`src/rtl/uart_pkg.sv`:
```
// uart_pkg: UART state encoding, framing constants and baud divider helper
// shared by the receiver and transmitter.
package uart_pkg;
    typedef enum logic [2:0] {IDLE, START, DATA, PARITY, STOP, BREAK} state_t;
    localparam int OVERSAMPLE = 16;
    localparam int MID_TICK = 7;
    localparam int DATA_BITS = 8;

    function automatic int baud_div(input int clk_hz, input int baud);
        return (clk_hz + baud * OVERSAMPLE / 2) / (baud * OVERSAMPLE);
    endfunction
endpackage

```
`src/rtl/uart_baud_gen.sv`:
```
// uart_baud_gen: free-running oversample tick divider with synchronous clear and enable.
module uart_baud_gen #(
    parameter int DIV = 27
) (
    input  logic clk,
    input  logic rst_n,
    input  logic clr,
    input  logic en,
    output logic tick
);
    localparam int W = DIV > 1 ? $clog2(DIV) : 1;

    logic [W-1:0] cnt;

    always_comb tick = en && cnt == W'(DIV - 1);

    always_ff @(posedge clk)
        if (!rst_n || clr) cnt <= '0;
        else if (en) cnt <= tick ? '0 : cnt + W'(1);
endmodule

```
`src/rtl/uart_rx.sv`:
```
// uart_rx: 16x-oversampled 8N1 receiver with valid/ready output and error pulses.
// Define UART_RX_PARITY_EN for 8E1 framing with a live oPARITY_ERR.
module uart_rx
    import uart_pkg::*;
#(
    parameter int CLK_HZ = 50_000_000,
    parameter int BAUD = 115_200,
    parameter int OVERSAMPLE = 16
) (
    input  logic       iCLK_50,
    input  logic       iRST_N,
    input  logic       iRXD,
    output logic [7:0] oDATA,
    output logic       oVALID,
    input  logic       iREADY,
    output logic       oFRAME_ERR,
    output logic       oPARITY_ERR,
    output logic       oOVERRUN,
    output logic       oBUSY
);
    localparam int DIV = baud_div(CLK_HZ, BAUD);
    localparam logic [3:0] LAST_TICK = 4'(OVERSAMPLE - 1);
`ifdef UART_RX_PARITY_EN
    localparam state_t AFTER_DATA = PARITY;
`else
    localparam state_t AFTER_DATA = STOP;
`endif

    state_t state, state_nx;
    logic rx_meta, rxs;
    logic tick, start_go, mid, bit_end, deliver, stop_bad;
    logic [3:0] tick_cnt;
    logic [2:0] bit_cnt;
    logic [7:0] shreg;
    logic par_err;

    always_ff @(posedge iCLK_50)
        if (!iRST_N) {rx_meta, rxs} <= 2'b11;
        else {rx_meta, rxs} <= {iRXD, rx_meta};

    uart_baud_gen #(.DIV(DIV)) u_baud (
        .clk(iCLK_50),
        .rst_n(iRST_N),
        .clr(start_go),
        .en(oBUSY),
        .tick(tick)
    );

    always_ff @(posedge iCLK_50)
        if (!iRST_N) state <= IDLE;
        else state <= state_nx;

    always_comb begin
        state_nx = state;
        case (state)
            IDLE:    if (!rxs) state_nx = START;
            START:   if (mid && rxs) state_nx = IDLE;
                     else if (bit_end) state_nx = DATA;
            DATA:    if (bit_end && bit_cnt == 3'(DATA_BITS - 1)) state_nx = AFTER_DATA;
            PARITY:  if (bit_end) state_nx = STOP;
            STOP:    if (mid) state_nx = rxs ? IDLE : BREAK;
            BREAK:   if (rxs) state_nx = IDLE;
            default: state_nx = IDLE;
        endcase
    end

    // STOP leaves at mid-bit so a back-to-back start edge is not missed
    always_comb begin
        oBUSY = state != IDLE;
        start_go = state == IDLE && !rxs;
        mid = tick && tick_cnt == 4'(MID_TICK);
        bit_end = tick && tick_cnt == LAST_TICK;
        deliver = state == STOP && mid && rxs && !par_err;
        stop_bad = state == STOP && mid && !rxs;
    end

    always_ff @(posedge iCLK_50)
        if (!iRST_N || start_go) begin
            tick_cnt <= '0;
            bit_cnt <= '0;
        end else if (tick) begin
            tick_cnt <= tick_cnt + 4'd1;
            if (state == DATA && bit_end) bit_cnt <= bit_cnt + 3'd1;
        end

    always_ff @(posedge iCLK_50)
        if (!iRST_N) shreg <= '0;
        else if (state == DATA && mid) shreg <= {rxs, shreg[7:1]};

`ifdef UART_RX_PARITY_EN
    always_ff @(posedge iCLK_50)
        if (!iRST_N || start_go) par_err <= 1'b0;
        else if (state == PARITY && mid) par_err <= rxs != ^shreg;

    always_ff @(posedge iCLK_50)
        if (!iRST_N) oPARITY_ERR <= 1'b0;
        else oPARITY_ERR <= state == STOP && mid && rxs && par_err;
`else
    always_comb begin
        par_err = 1'b0;
        oPARITY_ERR = 1'b0;
    end
`endif

    // a byte landing on the same edge the old one is accepted is not an overrun
    always_ff @(posedge iCLK_50)
        if (!iRST_N) begin
            oDATA <= '0;
            oVALID <= 1'b0;
            oFRAME_ERR <= 1'b0;
            oOVERRUN <= 1'b0;
        end else begin
            oFRAME_ERR <= stop_bad;
            oOVERRUN <= deliver && oVALID && !iREADY;
            if (deliver && (!oVALID || iREADY)) begin
                oDATA <= shreg;
                oVALID <= 1'b1;
            end else if (iREADY) oVALID <= 1'b0;
        end
endmodule
```
`config.mk`:
```
export PLATFORM = sky130hd
export DESIGN_NAME = uart_rx
export DESIGN_NICKNAME = d
export VERILOG_FILES = /design/src/rtl/uart_pkg.sv /design/src/rtl/uart_baud_gen.sv /design/src/rtl/uart_rx.sv
export SDC_FILE = /design/constraint.sdc
export NUM_CORES = 1
export LEC_CHECK = 0
export CAP_MARGIN = 30
export CORE_UTILIZATION = 50
export CTS_BUF_LIST = sky130_fd_sc_hd__clkbuf_8
export CTS_CLUSTER_SIZE = 14
export DETAILED_ROUTE_END_ITERATION = 6
export GPL_TIMING_DRIVEN = 0
export MAX_ROUTING_LAYER = met4
export PLACE_DENSITY = 0.82
export SYNTH_ARGS = -nofsm -noshare
export SYNTH_HDL_FRONTEND = slang
export SYNTH_SLANG_ARGS = --single-unit
```
`constraint.sdc`:
```
create_clock -name iCLK_50 -period 2.62 [get_ports iCLK_50]
set_clock_uncertainty 0.1 [all_clocks]
set_input_delay 0.786 -clock iCLK_50 [delete_from_list [all_inputs] [get_ports iCLK_50]]
set_output_delay 0.786 -clock iCLK_50 [all_outputs]
set_load 0.01 [all_outputs]
```
After elaboration in Yosys (flattened, before gate mapping). Index checks and enable logic that the tools add are counted.

Add/subtract/negate cells: 3. Eq/ne operators: 15. Muxes and demuxes: 12. Reduce and logical (&&, ||, !) cells: 25.

Operators with widths (count): $mux 3 (8); $pmux 3 s6 (1); $logic_and 1x1->1 (14); $ne 2x2->1 const B (5); $eq 3x3->1 const B (3); $eq 3x2->1 const B (2); $reduce_and 6->1 (1); $add 5x1->5 const B (1); $eq 5x5->1 const B (1); $mux 5 (1); $add 4x1->4 const B (1); $eq 4x3->1 const B (1); $eq 4x4->1 const B (1); $logic_not 1->1 (4); $add 3x1->3 const B (1); $eq 3x1->1 const B (1); $logic_not 3->1 (1); $ne 3x3->1 const B (1); $reduce_bool 3->1 (1); $logic_or 1x1->1 (2); $mux 1 (2); $reduce_and 2->1 (1); $reduce_bool 2->1 (1).

Flip-flop bits (word level): 36. Input port bits: 4. Word-level logic and storage cells: 66.

Logic depth before layout (Yosys ltp).
Depth after elaboration: 7. Depth in mapped cells: 7. Gate-level depth less buffers: 6.

Modules after synthesis. A second synthesis with hierarchy kept.

Cell total of the unflattened synthesis: 158. Area, all modules: 1611.5 um2.

Modules (own cells, without submodules): uart_rx (instances 1, cells each 129, area each 1345.0 um2); uart_baud_gen (instances 1, cells each 29, area each 266.5 um2).

Least setup slack after synthesis. Ideal clock, no wire load.

Path type: input to register. From: input iRST_N. To: register state[1]. Setup time: 0.074 ns. Arrival time: 1.672 ns. Slack: 0.773 ns. Stages: 4. Path buffers: 1. Cells stage by stage: clkbuf_1 -> nand2_1 -> or4_1 -> o21ai_0.

RTL lines: from (decl) (RTL line uart_rx.sv:11) `input logic iRST_N,`; to (signal assigned) (RTL line uart_rx.sv:51) `else state <= state_nx;`; to (decl) (RTL line uart_rx.sv:29) `state_t state, state_nx;`.

Worst setup path in the final report.
From: register state[2]. To: output oBUSY.

Longest elaborated chain between the ends: 1.

RTL lines: $reduce_bool 3->1 (RTL line uart_rx.sv:69) `oBUSY = state != IDLE;`; to (decl) (RTL line uart_rx.sv:19) `output logic oBUSY`.

No other way between the ends.

==> PnR_summary.wiki <==
{| class="wikitable"
! Metric !! Value
|-
| Number of warnings printed during yosys synthesis || 0
|-
| Detail-routed via count per cell || 5.32
|-
| Worst Tran Pin Value || 0.502 ns
|-
| Pwr Density || 613 nW/um^2
|-
| Register clock-pin slew on the reported worst setup and hold paths || ~0.070 ns
|-
| Remaining number of nets flagged by the antenna check after routing || 0
|-
| Number of cells on the critical path || 4
|-
| Synthesized area per cell || 9.47 sq um
|-
| Hold Path Cell Cnt || 1
|-
| Total gr overflow || 0
|-
| Unique masters post-synth || between 40 and 50
|-
| Slack of the worst reg-to-reg path || 0.51 ns
|-
| Initial cell density of the core || 53.6%
|-
| DRC violations left || 0
|-
| Synthesized instance count || 177
|-
| Synthesis-stage register bit count || 36
|-
| Maximum frequency from static timing analysis || just over 0.4 GHz
|-
| Slew margin rel. || between 60% and 70%
|-
| Fill cell count || 263
|-
| Fin nets || 208
|-
| Final critical path time including I/O delays and setup || roughly 2.5 ns
|-
| Core footprint || 3130 sq um
|-
| Area enclosed by the die boundary || about 3600 sq um
|-
| Result of the run || finished clean
|-
| Worst-case setup slack after placement || 0.227 ns
|-
| Endpoint of the worst hold-timing path || rxs
|-
| Area growth from synthesis to final layout || 17.5%
|-
| Number of enable flip-flop cells after synthesis || 0
|-
| Total Neg Setup Slack || 0 ns
|-
| Largest fanout on the critical path || 10
|-
| Top cell type's share of synthesized area || 43.0%
|-
| Final Power || 1.21 mW
|-
| Width of the die || between 50 and 60 microns
|-
| Synthesized netlist net count || 186
|-
| Number of max-slew violations in the final report || 0
|-
| Start-to-end type of the worst setup path || flop to output pin
|-
| Number of antenna diodes || 0
|-
| Setup-violating endpoint count in the final report || 0
|-
| CTS H-tree lvls || 2
|-
| Final core utilization || ~63%
|-
| Biggest area contributors in the synthesized netlist || dfxtp_1 (43%), mux2i_1 (6.6%), a21boi_0 (4.0%)
|-
| Worst setup SP type || flop
|-
| Category of the worst setup path capture point || output pin
|-
| Top-Level Pins || 17
|-
| TritonCTS Buffers || 5
|-
| Post-DP Area || ~1900 sq um
|-
| Data arrival time of the worst path || 1.60 ns
|-
| Number of placement rows || 20
|-
| Post-synthesis sequential area ratio || 43.0%
|-
| Launching point of the worst reg2reg path || u_baud.cnt[0]
|-
| WL/cell || 12.4 microns
|-
| Floorplan die height || 59.9 microns
|-
| Number of design-rule violations left by the first detailed-router iteration || 42
|-
| Worst reg2reg path endpoint || oDATA[5]
|-
| Reg area || 721 sq um
|-
| Maximum buffer depth of the clock tree || 2
|-
| Area occupied by multi-input gates || 881 sq um
|-
| Leading register cell type out of synthesis || dfxtp_1
|-
| WP data required || roughly 1.7 ns
|-
| Wire length of the first global-routing pass || around 5100 microns
|-
| Max-cap check violation count || 0
|-
| Number of cell instances on the worst register-to-register path || 7
|-
| Detailed Route WL || 3030 microns
|-
| Number of antenna violations at the first check in global routing || 0
|-
| Vias in the first global route || 1,216
|-
| Buffers & Inverters on Critical Path || 3
|-
| Startpoint of the most critical hold path || rx_meta
|-
| Share of synthesized flip-flops with an asynchronous set or reset || 0%
|-
| Vias post-DR || 1,297
|-
| Synthesized area || 1680 sq um
|-
| Crit share post-route || 94.7%
|-
| Maximum vdd drop || 0.000324 V
|-
| Kind of cell with the highest combined delay on the critical path || buffers and inverters
|-
| Post-detailed-placement half-perimeter wirelength || 2260 microns
|-
| Worst-skew pair later-pin latency || 0.28 ns
|-
| Longest individual stage delay on the worst path || roughly 0.57 ns
|-
| Worst-case setup margin in the final layout || between 0.1 and 0.15 ns
|-
| Slowest cell on the critical path || clkdlybuf4s50_1
|-
| CTS sink count || 36
|-
| CTS tree || done
|-
| CTS root buf || clkbuf_8
|-
| Hold Fails Final Rpt || 0
|-
| Total global routing track utilization || 19.8%
|-
| Final standard cell area without fillers || 1970 sq um
|-
| Area leader, netlist || dfxtp_1
|-
| Largest net degree at the start of global routing || 11
|-
| Hold Path Class || flop to flop
|-
| Leakage || just over 0.7 nW
|-
| Cell Chain, Critical Path || buf_4, nor3_4, inv_1, clkdlybuf4s50_1
|-
| Fraction of layout cells with a size suffix above 1 || 10.0%
|-
| Length of the first detailed-routing pass in iterations || 4
|-
| # port buffers || 14
|-
| RSZ-0062 raised after global routing || no
|-
| Final estimated routing congestion in global placement || 0.865
|}
## per-stage QoR
step                      instances  hold slack, ns
after CTS                       244           0.314
after global routing            244           0.338
after floorplan                 177           0.286
final                           244           0.309
after detailed placement        235           0.298
after global placement          235           0.289
## layer usage
metal | global-route usage (%) | vias up | share of wire (%)
li1 | - | 660 | -
met4 | 8.64 | 0 | 1.8
met3 | 6.06 | 8 | 3.3
met1 | 23.1 | 599 | 49
met5 | - | - | 0
met2 | 31.4 | 30 | 46
## sequential cells by signal, summed over array words and instances, names as in the netlist
register    count
oDATA           8
shreg           8
u_baud.cnt      5
tick_cnt        4
bit_cnt         3
state           3
oFRAME_ERR      1
oOVERRUN        1
oVALID          1
rx_meta         1
rxs             1
## synth_stat cells (3+ instances only)
| cell | instances |
|---|---|
| a21boi_0 | 9 |
| a21oi_1 | 5 |
| clkbuf_1 | 6 |
| dfxtp_1 | 36 |
| ha_1 | 5 |
| inv_1 | 3 |
| mux2i_1 | 11 |
| nand2_1 | 6 |
| nand2b_1 | 5 |
| nand3_1 | 12 |
| nor2_1 | 14 |
| nor2b_1 | 9 |
| nor3_1 | 6 |
| o21ai_0 | 12 |
| xnor2_1 | 3 |
| xor2_1 | 4 |
## cell type report
class	count	area share [%]
multi-input combinational	126	44.8
sequential	36	36.6
timing repair buffer	15	7.50
clock buffer	6	4.20
buffer	12	3.18
tap	44	2.80
inverter	3	0.572
clock inverter	2	0.381
## cell usage in the layout (no fill, tap or decap), types with 2 or more instances in the layout
master,n
a21boi_0,9
a21oi_1,5
buf_2,2
buf_4,3
clkbuf_1,6
clkbuf_8,6
clkdlybuf4s50_1,14
dfxtp_1,36
ha_1,5
inv_1,5
mux2i_1,11
nand2_1,6
nand2b_1,5
nand3_1,12
nand4_1,2
nor2_1,14
nor2b_1,9
nor3_1,6
nor3_4,2
o21ai_0,12
or4_1,2
xnor2_1,3
xor2_1,4
## repair_timing
action,in CTS,in global routing
buffers inserted,1,0
resized for setup,0,0
setup endpoints to repair,1,0
hold buffers,0,0
## where the power goes
| group | switching, mW | internal (mW) |
|---|---|---|
| combinational | 0.129 | 0.107 |
| sequential | 0.0130 | 0.567 |
| clock | 0.183 | 0.206 |
## kinds of logic (layout without fill, tap and decap cells)
| family | Yosys count | count (layout) | share of synthesized area, % |
|---|---|---|---|
| fa+ha+maj | 5 | 5 | 3.73 |
| buf+inv | 15 | 38 | 4.41 |
| simple gates | 71 | 71 | 26.9 |
| other cells | 1 | 1 | 0.224 |
| mux | 11 | 11 | 6.57 |
| flops | 36 | 36 | 43.0 |
| xor+xnor | 7 | 7 | 3.66 |
| compound gates | 31 | 31 | 11.5 |
## worst max path at each step
stage / start / endpoint / slack, ns
after floorplan: iRST_N / state[1] / 0.77
after global placement: state[2] / oBUSY / 0.24
after detailed placement: state[2] / oBUSY / 0.23
after CTS: state[2] / oBUSY / 0.12
after global routing: state[0] / oBUSY / 0.03
final: state[2] / oBUSY / 0.14
(Power assumes the default switching activity.)
